<file path="src/rtl/vga_pkg.sv">
// Shared VGA timing definitions: standard mode presets and counter-width sizing.
package vga_pkg;

    // 640x480@60, negative/negative sync
    localparam int VGA640_H_ACTIVE = 640;
    localparam int VGA640_H_FP     = 16;
    localparam int VGA640_H_SYNC   = 96;
    localparam int VGA640_H_BP     = 48;
    localparam int VGA640_V_ACTIVE = 480;
    localparam int VGA640_V_FP     = 10;
    localparam int VGA640_V_SYNC   = 2;
    localparam int VGA640_V_BP     = 33;
    localparam int VGA640_HS_POL   = 0;
    localparam int VGA640_VS_POL   = 0;

    // 800x600@60, positive/positive sync
    localparam int VGA800_H_ACTIVE = 800;
    localparam int VGA800_H_FP     = 40;
    localparam int VGA800_H_SYNC   = 128;
    localparam int VGA800_H_BP     = 88;
    localparam int VGA800_V_ACTIVE = 600;
    localparam int VGA800_V_FP     = 1;
    localparam int VGA800_V_SYNC   = 4;
    localparam int VGA800_V_BP     = 23;
    localparam int VGA800_HS_POL   = 1;
    localparam int VGA800_VS_POL   = 1;

    // 1024x768@60, negative/negative sync
    localparam int VGA1024_H_ACTIVE = 1024;
    localparam int VGA1024_H_FP     = 24;
    localparam int VGA1024_H_SYNC   = 136;
    localparam int VGA1024_H_BP     = 160;
    localparam int VGA1024_V_ACTIVE = 768;
    localparam int VGA1024_V_FP     = 3;
    localparam int VGA1024_V_SYNC   = 6;
    localparam int VGA1024_V_BP     = 29;
    localparam int VGA1024_HS_POL   = 0;
    localparam int VGA1024_VS_POL   = 0;

    // Smallest width w with 2**w > total.
    function automatic int cnt_width(input int total);
        for (int w = 1; w < 31; w++) begin
            if ((total >> w) == 0) return w;
        end
        return 31;
    endfunction

endpackage

</file>
<file path="src/rtl/vga_timing_gen_axis_counter.sv">
// Generic raster axis: wrap counter plus registered blank/sync compares, all
// computed from the next count so they stay aligned with the count they describe.
module vga_axis_counter
    import vga_pkg::*;
#(
    parameter int ACTIVE = 800,
    parameter int FP     = 40,
    parameter int SYNC   = 128,
    parameter int BP     = 88,
    parameter int POL    = 1,
    parameter int CNT_W  = 11
) (
    input  logic             pclk,
    input  logic             rst,
    input  logic             adv,
    output logic [CNT_W-1:0] count,
    output logic             blnk,
    output logic             sync,
    output logic             wrap,
    output logic             active_next
);

    localparam int TOTAL = ACTIVE + FP + SYNC + BP;
    localparam logic [CNT_W-1:0] LAST_C   = CNT_W'(TOTAL - 1);
    localparam logic [CNT_W-1:0] ACTIVE_C = CNT_W'(ACTIVE);
    localparam logic [CNT_W-1:0] SS_C     = CNT_W'(ACTIVE + FP);
    localparam logic [CNT_W-1:0] SE_C     = CNT_W'(ACTIVE + FP + SYNC);
    localparam logic             POL_B    = (POL != 0);

    if (ACTIVE < 1 || SYNC < 1 || FP < 0 || BP < 0) begin : g_bad_widths
        $error("vga_axis_counter: active and sync widths must be >= 1, porches >= 0");
    end
    if (CNT_W < cnt_width(TOTAL)) begin : g_bad_cnt_w
        $error("vga_axis_counter: CNT_W too narrow for the axis total");
    end

    logic [CNT_W-1:0] count_reg, count_next;
    logic             blnk_reg, sync_reg;

    assign wrap = (count_reg == LAST_C);

    always_comb begin
        count_next = count_reg;
        if (adv) begin
            count_next = wrap ? '0 : count_reg + 1'b1;
        end
    end

    assign active_next = (count_next < ACTIVE_C);

    always_ff @(posedge pclk) begin
        if (rst) begin
            count_reg <= '0;
            blnk_reg  <= 1'b0;
            sync_reg  <= ~POL_B;
        end else begin
            count_reg <= count_next;
            blnk_reg  <= (count_next >= ACTIVE_C);
            sync_reg  <= (count_next >= SS_C && count_next < SE_C) ? POL_B : ~POL_B;
        end
    end

    assign count = count_reg;
    assign blnk  = blnk_reg;
    assign sync  = sync_reg;

endmodule

</file>
<file path="src/rtl/vga_timing_gen.sv">
// Parametrised VGA raster timing generator with pixel clock-enable.
// Optional frame counter output enabled by defining VGA_TIMING_FRAME_CNT_EN.
module vga_timing_gen
    import vga_pkg::*;
#(
    parameter int H_ACTIVE = VGA800_H_ACTIVE,
    parameter int H_FP     = VGA800_H_FP,
    parameter int H_SYNC   = VGA800_H_SYNC,
    parameter int H_BP     = VGA800_H_BP,
    parameter int V_ACTIVE = VGA800_V_ACTIVE,
    parameter int V_FP     = VGA800_V_FP,
    parameter int V_SYNC   = VGA800_V_SYNC,
    parameter int V_BP     = VGA800_V_BP,
    parameter int HS_POL   = VGA800_HS_POL,
    parameter int VS_POL   = VGA800_VS_POL,
`ifdef VGA_TIMING_FRAME_CNT_EN
    parameter int FRAME_CNT_W = 16,
`endif
    parameter int CNT_W    = 11
) (
    input  logic             pclk,
    input  logic             rst,
    input  logic             ce,
    output logic [CNT_W-1:0] hcount,
    output logic [CNT_W-1:0] vcount,
    output logic             hsync,
    output logic             vsync,
    output logic             hblnk,
    output logic             vblnk,
    output logic             de,
    output logic             line_start,
`ifdef VGA_TIMING_FRAME_CNT_EN
    output logic [FRAME_CNT_W-1:0] frame_cnt,
`endif
    output logic             frame_start
);

    logic h_wrap, v_wrap, h_act_next, v_act_next;
    logic de_reg, line_start_reg, frame_start_reg;
    logic v_adv;

    assign v_adv = ce & h_wrap;

    vga_axis_counter #(
        .ACTIVE(H_ACTIVE), .FP(H_FP), .SYNC(H_SYNC), .BP(H_BP),
        .POL(HS_POL), .CNT_W(CNT_W)
    ) u_h (
        .pclk(pclk), .rst(rst), .adv(ce),
        .count(hcount), .blnk(hblnk), .sync(hsync),
        .wrap(h_wrap), .active_next(h_act_next)
    );

    vga_axis_counter #(
        .ACTIVE(V_ACTIVE), .FP(V_FP), .SYNC(V_SYNC), .BP(V_BP),
        .POL(VS_POL), .CNT_W(CNT_W)
    ) u_v (
        .pclk(pclk), .rst(rst), .adv(v_adv),
        .count(vcount), .blnk(vblnk), .sync(vsync),
        .wrap(v_wrap), .active_next(v_act_next)
    );

    // de has its own register so it can read 0 out of reset while (0,0) is active.
    always_ff @(posedge pclk) begin
        if (rst) begin
            de_reg          <= 1'b0;
            line_start_reg  <= 1'b0;
            frame_start_reg <= 1'b0;
        end else begin
            if (ce) begin
                de_reg <= h_act_next & v_act_next;
            end
            line_start_reg  <= ce & h_wrap;
            frame_start_reg <= ce & h_wrap & v_wrap;
        end
    end

    assign de          = de_reg;
    assign line_start  = line_start_reg;
    assign frame_start = frame_start_reg;

`ifdef VGA_TIMING_FRAME_CNT_EN
    logic [FRAME_CNT_W-1:0] frame_cnt_reg;

    always_ff @(posedge pclk) begin
        if (rst) begin
            frame_cnt_reg <= '0;
        end else if (ce & h_wrap & v_wrap) begin
            frame_cnt_reg <= frame_cnt_reg + 1'b1;
        end
    end

    assign frame_cnt = frame_cnt_reg;
`else
`endif

endmodule
</file>
<file path="config.mk">
export PLATFORM = sky130hd
export DESIGN_NAME = vga_timing_gen
export DESIGN_NICKNAME = d
export VERILOG_FILES = /design/src/rtl/vga_pkg.sv /design/src/rtl/vga_timing_gen_axis_counter.sv /design/src/rtl/vga_timing_gen.sv
export SDC_FILE = /design/constraint.sdc
export NUM_CORES = 1
export LEC_CHECK = 0
export CAP_MARGIN = 5
export CORE_ASPECT_RATIO = 0.9
export CORE_MARGIN = 2
export CORE_UTILIZATION = 45
export CTS_CLUSTER_SIZE = 12
export DETAILED_ROUTE_END_ITERATION = 16
export PLACE_DENSITY = 0.77
export SKIP_LAST_GASP = 1
export SLEW_MARGIN = 40
export SYNTH_ARGS = -nofsm -noshare
export SYNTH_HDL_FRONTEND = slang
export SYNTH_HIERARCHICAL = 1
export SYNTH_SLANG_ARGS = --single-unit
export TNS_END_PERCENT = 30
</file>
<file path="constraint.sdc">
create_clock -name pclk -period 3.1 [get_ports pclk]
set_input_delay 0.62 -clock pclk [delete_from_list [all_inputs] [get_ports pclk]]
set_output_delay 0.62 -clock pclk [all_outputs]
set_load 0.02 [all_outputs]
</file>
# After elaboration in Yosys (flattened, before gate mapping)
# Index checks and enable logic that the tools add are counted.
# word_totals
output_inout_bits	29
ff_bits	29
# classes
order_cmp	8
bitwise	3
reduce_logical	2
n_addsub	2
n_eq_ne	2
n_mux	6
# ops
operator	count
greater-or-equal comparator 11 x 10 -> 1 bit (second input constant)	4
less-than comparator 11 x 10 -> 1 bit (second input constant)	4
2-to-1 mux 11 bit	4
adder 11 x 1 -> 11 bit (second input constant)	2
equality test 11 x 10 -> 1 bit (second input constant)	1
equality test 11 bit (second input constant)	1
bitwise AND 1 bit	3
logical AND 1 bit	2
2-to-1 mux 1 bit	2

# Longest topological paths before layout
# Gate-level depths: netlist of run 1.
# depth
ltp_word	6
depth_mapped	14

# Hierarchy
# The synthesis of run 1 kept the hierarchy.
# by_module_without_submodules
mod	area_per_inst_um2	n_inst	cells_per_inst	seq_area_each_um2
vga_axis_counter at u_v	845.8	1	104	260.2
vga_axis_counter at u_h	726.9	1	83	260.2
vga_timing_gen	106.4	1	10	60.1

# Worst setup path before layout of run 1
# Ideal clock, no wire load.
# synth_path
path_kind	register to register
startpoint	register u_h.count_reg[5] (netlist: u_h/count[5])
endpoint	register de_reg (netlist: de)
path_buffers	2
path_stages_with_launch	15
setup_slack_ps	682
t_arrival_ps	2352
t_required_ps	3034
path_cell_list	dfxtp_1 > buf_4 > nor4b_1 > nand2_1 > nor3_1 > nand2_2 > inv_1 > buf_6 > and3_1 > o211ai_1 > nand4_1 > o2111ai_1 > a31oi_1 > nand3_1 > a21oi_2
# synth_via
elab_chain_len	5
word_cells_on_any_way	9
# synth_rtl
element	line	text
from (decl)	vga_timing_gen_axis_counter.sv:37	logic [CNT_W-1:0] count_reg, count_next;
from (signal assigned)	vga_timing_gen_axis_counter.sv:57	count_reg <= count_next;
equality test 11 bit	vga_timing_gen_axis_counter.sv:40	assign wrap = (count_reg == LAST_C);
net h_wrap	vga_timing_gen.sv:38	logic h_wrap, v_wrap, h_act_next, v_act_next;
bitwise AND 1 bit	vga_timing_gen.sv:42	assign v_adv = ce & h_wrap;
net v_adv	vga_timing_gen.sv:40	logic v_adv;
2-to-1 mux 11 bit	vga_timing_gen_axis_counter.sv:44	if (adv) begin
less-than comparator 11 x 10 -> 1 bit	vga_timing_gen_axis_counter.sv:49	assign active_next = (count_next < ACTIVE_C);
net v_act_next	vga_timing_gen.sv:38	
bitwise AND 1 bit	vga_timing_gen.sv:70	de_reg <= h_act_next & v_act_next;
to (signal assigned)	vga_timing_gen.sv:70	
to (decl)	vga_timing_gen.sv:39	logic de_reg, line_start_reg, frame_start_reg;
# The timed path passes the listed nets, and every way through them passes these cells.
# A chain may end at the register's enable or synchronous reset.

# Worst setup path after layout of run 1
# Ends and elaborated chain as after synthesis.

==> results of run 1 <==
## cell type report
class | count | share of cell area
clock buffers | 6 | 0.0347
clock inverters | 2 | 0.00478
inverters | 5 | 0.00897
multi-input cells | 153 | 0.480
flip-flops and latches | 29 | 0.278
well taps | 46 | 0.0275
repair buffers | 36 | 0.166
## through the flow
| step | utilization | power [W] | cell area (µm²) |
|---|---|---|---|
| 5_1_grt | 0.573 | 0.000744 | 2090 |
| 3_5_place_dp | 0.550 | 0.000425 | 2010 |
| 3_3_place_gp | 0.550 | 0.000425 | 2010 |
| 4_1_cts | 0.573 | 0.000723 | 2090 |
| 2_1_floorplan | - | 0.000408 | 1680 |
| 6_report | 0.573 | 0.000710 | 2090 |
## layer usage
layer  vias to the layer above  part of all wire  routed length [µm]
met5                         -                 0                   0
met4                         0             0.026                  95
met3                         9             0.048                 177
met2                        45              0.43                1590
met1                       690              0.50                1840
li1                        768                 -                   -
## path summary, 6_finish.rpt
kind | from | to | slack (ns) | cells after the start
worst max register to register | u_h/count[5] | de | 0.31 | 12
worst min-delay path | de | de | 0.48 | 2
worst max-delay path | u_h/count[5] | de | 0.31 | 12
worst min register to register | de | de | 0.48 | 2
## placed cells by master, fill, tap and decap left out, types with 2 or more instances in the layout
cell and instances:
a21o_1 2, nor3_2 2, nor3_1 8, and3_1 5, nand3_2 2, a21oi_2 2
buf_4 5, dfxtp_1 29, a21oi_1 5, clkbuf_8 5, nand4_1 10, a31oi_1 3
a211oi_1 2, clkinv_2 2, o211ai_1 2, mux2i_1 3, o21ai_0 3, nand2_1 16
inv_1 5, o21a_1 2, clkdlybuf4s50_1 31, and2_1 2, ha_1 2, nand2b_1 3
nand3_1 5, nor4_1 4, nor2b_1 2, xor2_1 10, nor2_1 27, xnor2_1 8
## power by group
part | total (W) | leakage (nW) | switching (W) | internal [W]
registers | 0.000381 | 0.234 | 0.00000464 | 0.000376
logic | 0.0000350 | 0.449 | 0.0000183 | 0.0000168
clock network | 0.000294 | 0.0450 | 0.000139 | 0.000155
## worst register-to-register path, delay by kind of cell (launching register included)
family / cells / cell delay [ns]
simple gates: 8 / 1.76
flops: 1 / 0.40
buf+inv: 1 / 0.16
compound gates: 3 / 0.37
## cells by family after synthesis
logic type	Yosys count
xor gates and xnor gates	18
buffers and inverters	15
and+or+nand+nor	100
adders and majority gates	2
DFF	29
muxes	4
AOI/OAI and AO/OA	29
==> out/summary.txt, run 1 <==
# placed instances - 269
Placement Rows - 21
Cell Pwr Density - 339 nW/µm²
Synth area leader - dfxtp_1
M1 GR Usage - 0.275
Most instantiated cells after synthesis - dfxtp_1 (29), nor2_1 (27), nand2_1 (16)
Met2 usage in global routing - 0.250
Die Width - 68.4 µm
Top_reg_cell synth - dfxtp_1
Final setup viols - 0
Status - complete, no violations
Clk pin slew, worst setup/hold paths - 0.06 ns
CP Class - flip-flop to flip-flop
Clk_skew - 0.00580 ns
Die area - 4240 µm²
Relative slew slack - 0.667
Top-area cell type share of the netlist area - 0.346
Die H - 62.0 µm
Final hold violation count - 0
Routed wire per std cell - 13.4 µm
Family with the most delay on the worst path - simple AND/OR/NAND/NOR gates
Most used routing layer - met1
Hpwl dp - 2710 µm
TritonCTS clock tree - done
Slowest cell on crit path - nor4b_1
Maximum fanout along the worst path - 9
Final nets - 235
Period utilization - 0.899
Unrepaired setup endpoints after global routing - no
Register area - 581 µm²
CTS Hold Bufs - 0
Cell repeated most along the worst path - nand3_1
Fin crit period - 2.79 ns
Startpoint types - flip-flop
Footprint of the multi-input gates - 1000 µm²
Buf/Inv on CP - 1
DRC viols - 0
Worst Tran Pin Value - 0.492 ns
CTS Sinks - 29
Arr. time, crit path - 2.96 ns
Max cap viols - 0
Largest family of logic cells by synthesized area - simple AND/OR/NAND/NOR gates
Hold WS - 0.482 ns
Antenna violations before repair - 0
Register area share after synthesis - 0.346
Max clock buf depth - 2
Post-Route WL - 3710 µm
Vias/cell - 5.46
Share of synthesized area spent on multiplexers - 0.0246
EDFF count, synth - 0
Post-CTS setup buffer count - 0
Synth Area in Simple Gates - 0.344
Xor/xnor cell area share of the yosys netlist - 0.0939
HP Class - flip-flop to flip-flop
Drt first pass iters - 4
Non-Filler Instances - 277
Crit-path cells - nor4b_1 -> nand2_1 -> nor3_1 -> nand2_2 -> inv_1 -> nand3_1 -> nor3_1 -> nand3_1 -> o2111ai_1 -> a31oi_1 -> nand3_1 -> a21oi_2
Count leader, synth - dfxtp_1
Root buf cell - clkbuf_8
Post-Syn Nets - 202
Largest net degree at the start of global routing - 16
Post-Synth Adder-Cell Area - 0.0149
Antenna cell count - 0
Avg Cell Area, Syn - 8.52 µm²
Gr usage total - 0.188
Initial drt markers - 91
IO Port Bufs - 31
Layout Area Growth over Synthesis - 24.6%
Worst path max stage delay - 0.52 ns
Slew Viols, Final - 0
Req. time, crit path - 3.27 ns
Async SR Flop Fraction - 0
Final ANT Viol Nets - 0
Number of global-route vias before repair - 1225
Vias - 1512
Total CTS buffers - 5
Yosys warnings - 6
Synth Area in Compound Gates - 0.121
First-pass GRT wire length - 5730 µm
H-tree depth - 2
Netlist Area Pre-Place - 1680 µm²
Setup TNS Final - 0 ns
Latest clock arrival within the worst-skew pair - 0.28 ns
I/O pins - 32
Top cells by area, synth - dfxtp_1 (35%), nor2_1 (6.0%), xor2_1 (5.2%)
Synth cell types - 53
Post_cts resized - 0
Max VDD drop - 0.000122 V
Syn Inst Count - 197
Fill count - 353
Pre-CTS setup slack - 0.293 ns
Core area - 3650 µm²
Initial core utilization - 0.460
Gp weighted congestion - 0.865
GR Layer Usage met3 - 0.0378
Setup ws final - 0.314 ns
Worst Setup End Kind - flip-flop
Fmax - 0.359 GHz
Pleak - 0.728 nW
#FFs+latches synth - 29
GRT overflow - 0
Layout cell share with drive strength beyond 1 - 0.126
Note: power is estimated with default switching activity, not from simulation.
==> run 2: changes to the inputs <==
- CORE_MARGIN: 2 -> 5
==> out/summary.txt, run 2 (same netlist as run 1, synthesis figures left out) <==
HP Class - flip-flop to flip-flop
Final ANT Viol Nets - 0
Gp weighted congestion - 0.904
Clk pin slew, worst setup/hold paths - 0.06 ns
Hold WS - 0.488 ns
Startpoint types - flip-flop
Vias - 1493
Antenna cell count - 0
Slowest cell on crit path - dfxtp_1
Hold Path Sink - de
Drt first pass iters - 4
I/O pins - 32
Fmax - 0.376 GHz
Fin crit period - 2.66 ns
Layout cell share with drive strength beyond 1 - 0.126
Gr usage total - 0.158
R2r worst-path depth - 11
Pleak - 0.731 nW
CP Class - flip-flop to flip-flop
Clk_skew - 0.00421 ns
Buf/Inv on CP - 1
Crit-path cells - nor4b_2 -> nand2_1 -> nor3_1 -> nand2_2 -> inv_1 -> nand4_1 -> nor4_1 -> xor2_1 -> a31oi_1 -> nand3_1 -> a21oi_2
Max cap viols - 0
FF-to-FF End - de
Max clock buf depth - 2
Number of global-route vias before repair - 1309
Core area - 3650 µm²
Hpwl dp - 2650 µm
Latest clock arrival within the worst-skew pair - 0.27 ns
CTS Sinks - 29
Commonest non-fill, non-tap cells in the layout - clkdlybuf4s50_1 (31), dfxtp_1 (29), nor2_1 (27)
Status - complete, no violations
Initial drt markers - 108
Period utilization - 0.857
IO Port Bufs - 31
Family with the most delay on the worst path - simple AND/OR/NAND/NOR gates
Die H - 68.0 µm
Layout Area Growth over Synthesis - 25.2%
Setup TNS Final - 0 ns
Worst path max stage delay - 0.41 ns
Most common cell after layout, fill and taps aside - clkdlybuf4s50_1
Final nets - 235
Largest net degree at the start of global routing - 16
GRT overflow - 0
Total CTS buffers - 5
Placement Rows - 21
DRC viols - 0
TritonCTS clock tree - done
Non-Filler Instances - 276
Post-Route WL - 3700 µm
Root buf cell - clkbuf_8
RR Startpoint - u_h/count[5]
Cell Pwr Density - 343 nW/µm²
Die area - 5050 µm²
Relative slew slack - 0.735
Unrepaired setup endpoints after global routing - no
Hold path startpoint - de
Req. time, crit path - 3.31 ns
Register-to-Register Setup Slack - 0.44 ns
Arr. time, crit path - 2.87 ns
Hold-critical path depth - 2
# placed instances - 269
Final setup viols - 0
CTS Hold Bufs - 0
First-pass GRT wire length - 6170 µm
Antenna violations before repair - 0
Die Width - 74.4 µm
Maximum fanout along the worst path - 9
Max VDD drop - 0.000136 V
Final hold violation count - 0
Worst Tran Pin Value - 0.394 ns
Slew Viols, Final - 0
Post_cts resized - 0
Initial core utilization - 0.460
Worst Setup End Kind - flip-flop
H-tree depth - 2
Vias/cell - 5.41
Post-CTS setup buffer count - 0
Routed wire per std cell - 13.4 µm
[run 2: metal layers]
| metal | routed length [µm] | share of wire | up-vias | track usage |
|---|---|---|---|---|
| li1 | - | - | 764 | - |
| met4 | 42 | 0.011 | 0 | 0.0467 |
| met3 | 258 | 0.070 | 5 | 0.0470 |
| met2 | 1530 | 0.41 | 47 | 0.216 |
| met5 | 0 | 0 | - | 0 |
| met1 | 1870 | 0.51 | 677 | 0.234 |
[run 2: final cells by class]
cell class / instances / area [µm²]
fillers: 334 / 1550
multi-input cells: 153 / 1010
flip-flops and latches: 29 / 581
repair buffers: 36 / 348
clock buffers: 7 / 86.3
well taps: 46 / 57.6
inverters: 5 / 18.8
[run 2: metrics by stage]
| stage | setup slack, ns | utilization | total power, W | instance area [µm²] |
|---|---|---|---|---|
| finish | 0.443 | 0.576 | 0.000721 | 2100 |
| global route | 0.136 | 0.576 | 0.000747 | 2100 |
| CTS | 0.336 | 0.574 | 0.000727 | 2100 |
| detailed placement | 0.245 | 0.550 | 0.000425 | 2010 |
| global placement | 0.253 | 0.550 | 0.000425 | 2010 |
| floorplan | 0.682 | - | 0.000408 | 1680 |
[run 2: worst max path at each step]
stage	start	endpoint	slack [ns]	depth (start not counted)
3_5_place_dp	ce	u_h/sync	0.25	6
3_3_place_gp	ce	de	0.25	9
2_1_floorplan	u_h/count[5]	de	0.68	14
4_1_cts	u_h/count[5]	de	0.34	11
6_report	u_h/count[5]	de	0.44	11
5_1_grt	u_h/count[5]	de	0.14	11
[run 2: worst reg2reg max path, delay by kind of cell (launching register included)]
family                 cells  cell delay, ns
AND/OR/NAND/NOR            7            1.58
buffers and inverters      1            0.16
AO/OA/AOI/OAI              2            0.31
XOR/XNOR                   1            0.13
flip-flops                 1            0.41
[run 2: report_power, final]
| group | internal, W | total [W] | leakage, nW | switching [W] |
|---|---|---|---|---|
| clock | 0.000175 | 0.000303 | 0.0443 | 0.000128 |
| combinational | 0.0000169 | 0.0000362 | 0.453 | 0.0000193 |
| sequential | 0.000377 | 0.000381 | 0.234 | 0.00000468 |
| total | 0.000569 | 0.000721 | 0.731 | 0.000152 |
==> run 3: changes to the inputs <==
- SETUP_SLACK_MARGIN: not set -> 0.15
==> out/summary.txt, run 3 (same netlist as run 1, synthesis figures left out) <==
Die H - 68.0 µm
Clk pwr share - 0.421
Setup ws final - 0.462 ns
Footprint of the multi-input gates - 1020 µm²
Die area - 5050 µm²
Largest net degree at the start of global routing - 16
CP endpoint - de
Hold path startpoint - de
Gr usage total - 0.158
Cell repeated most along the worst path - nand3_1
Routed wire per std cell - 13.5 µm
Setup TNS Final - 0 ns
Final Core Density - 0.577
H-tree depth - 2
Commonest non-fill, non-tap cells in the layout - clkdlybuf4s50_1 (31), dfxtp_1 (29), nor2_1 (27)
Crit path depth - 12
Buf/Inv on CP - 1
Pre-CTS setup slack - 0.245 ns
Clk pin slew, worst setup/hold paths - 0.06 ns
Placement Rows - 21
Gp weighted congestion - 0.904
Critical Path Start - u_h/count[5]
Layout cell share with drive strength beyond 1 - 0.130
Post-Route WL - 3730 µm
Period utilization - 0.851
FF-to-FF End - de
P_sw - 0.000152 W
Final hold violation count - 0
Final setup viols - 0
I/O pins - 32
CP Class - flip-flop to flip-flop
Die Width - 74.4 µm
Total CTS buffers - 5
Register area - 581 µm²
Design internal power - 0.000569 W
CTS Sinks - 29
Drt first pass iters - 4
Antenna violations before repair - 0
Most common cell after layout, fill and taps aside - clkdlybuf4s50_1
Vias/cell - 5.40
Worst Tran Pin Value - 0.391 ns
RR Startpoint - u_h/count[5]
Initial drt markers - 98
Max clock buf depth - 2
First-pass GRT wire length - 6170 µm
CTS Hold Bufs - 0
Max VDD drop - 0.000136 V
Startpoint types - flip-flop
Status - complete, no violations
IO Port Bufs - 31
Slew Viols, Final - 0
TritonCTS clock tree - done
Relative slew slack - 0.737
Initial core utilization - 0.460
Number of global-route vias before repair - 1309
Logic pwr share - 0.050
Reg power frac - 0.529
Fin crit period - 2.64 ns
Arr. time, crit path - 2.80 ns
Pleak - 0.731 nW
Maximum fanout along the worst path - 9
Core area - 3650 µm²
Max cap viols - 0
Crit-path cells - nor4b_2 -> nand2_1 -> nor3_1 -> nand2_2 -> inv_1 -> nand3_1 -> nor3_1 -> nand3_1 -> o2111ai_1 -> a31oi_1 -> nand3_1 -> a21oi_2
Hpwl dp - 2650 µm
Register-to-Register Setup Slack - 0.46 ns
Final ANT Viol Nets - 0
Switch share - 0.211
Fill count - 334
Layout Area Growth over Synthesis - 25.6%
Antenna cell count - 0
GRT overflow - 0
Cell Pwr Density - 342 nW/µm²
Fmax - 0.379 GHz
Slowest cell on crit path - dfxtp_1
HP Class - flip-flop to flip-flop
Overall power - 0.000721 W
DRC viols - 0
Unrepaired setup endpoints after global routing - no
Worst path max stage delay - 0.40 ns
Latest clock arrival within the worst-skew pair - 0.28 ns
Family with the most delay on the worst path - simple AND/OR/NAND/NOR gates
Root buf cell - clkbuf_8
Clk_skew - 0.00429 ns
Req. time, crit path - 3.26 ns
Vias - 1491
Final nets - 235
Worst Setup End Kind - flip-flop
R2r worst-path depth - 12
[run 3: changes by cell type in the layout (fill, tap and decap cells not counted)]
| cell | change |
|---|---|
| nor4_1 | -1 |
| nor4_2 | +1 |
[run 3: layer usage]
metal / track usage / vias up / routed length (µm)
li1: - / 762 / -
met1: 0.234 / 688 / 1880
met2: 0.216 / 38 / 1580
met3: 0.0470 / 3 / 241
met4: 0.0467 / 0 / 21
met5: 0 / - / 0
[run 3: final cells by class]
class | instances | share of cell area
Timing Repair Buffer | 36 | 0.165
Tap cell | 46 | 0.0273
Sequential cell | 29 | 0.275
Inverter | 5 | 0.00890
Multi-Input combinational cell | 153 | 0.482
Clock buffer | 7 | 0.0409
[run 3: worst min path at each step]
stage	end	cells after the start
finish	de	2
global route	de	2
CTS	de	2
detailed placement	de	2
global placement	de	2
floorplan	de	2
[run 3: worst min-delay path: stages (launching register included)]
cell      delay, ns
dfxtp_1        0.31
nand2b_1       0.08
a21oi_2        0.05
[run 3: what timing repair did]
item,in CTS,in global routing
resized for setup,0,2
endpoints found under the setup margin,0,3
hold endpoints to repair,0,0
setup buffers,0,0
[run 3: metrics by stage]
step                      std cells  cell area (µm²)  hold slack [ns]
after floorplan                 197             1680            0.547
after global placement          269             2010            0.475
after detailed placement        269             2010            0.483
after CTS                       276             2100            0.491
after global routing            276             2110            0.530
final                           276             2110            0.488
[run 3: power groups by stage]
stage          Sequential (W)  Clock, W  Combinational [W]
5_1_grt              0.000382  0.000326          0.0000388
2_1_floorplan        0.000393         0          0.0000146
4_1_cts              0.000381  0.000309          0.0000365
3_5_place_dp         0.000389         0          0.0000361
6_report             0.000381  0.000303          0.0000360
3_3_place_gp         0.000389         0          0.0000355
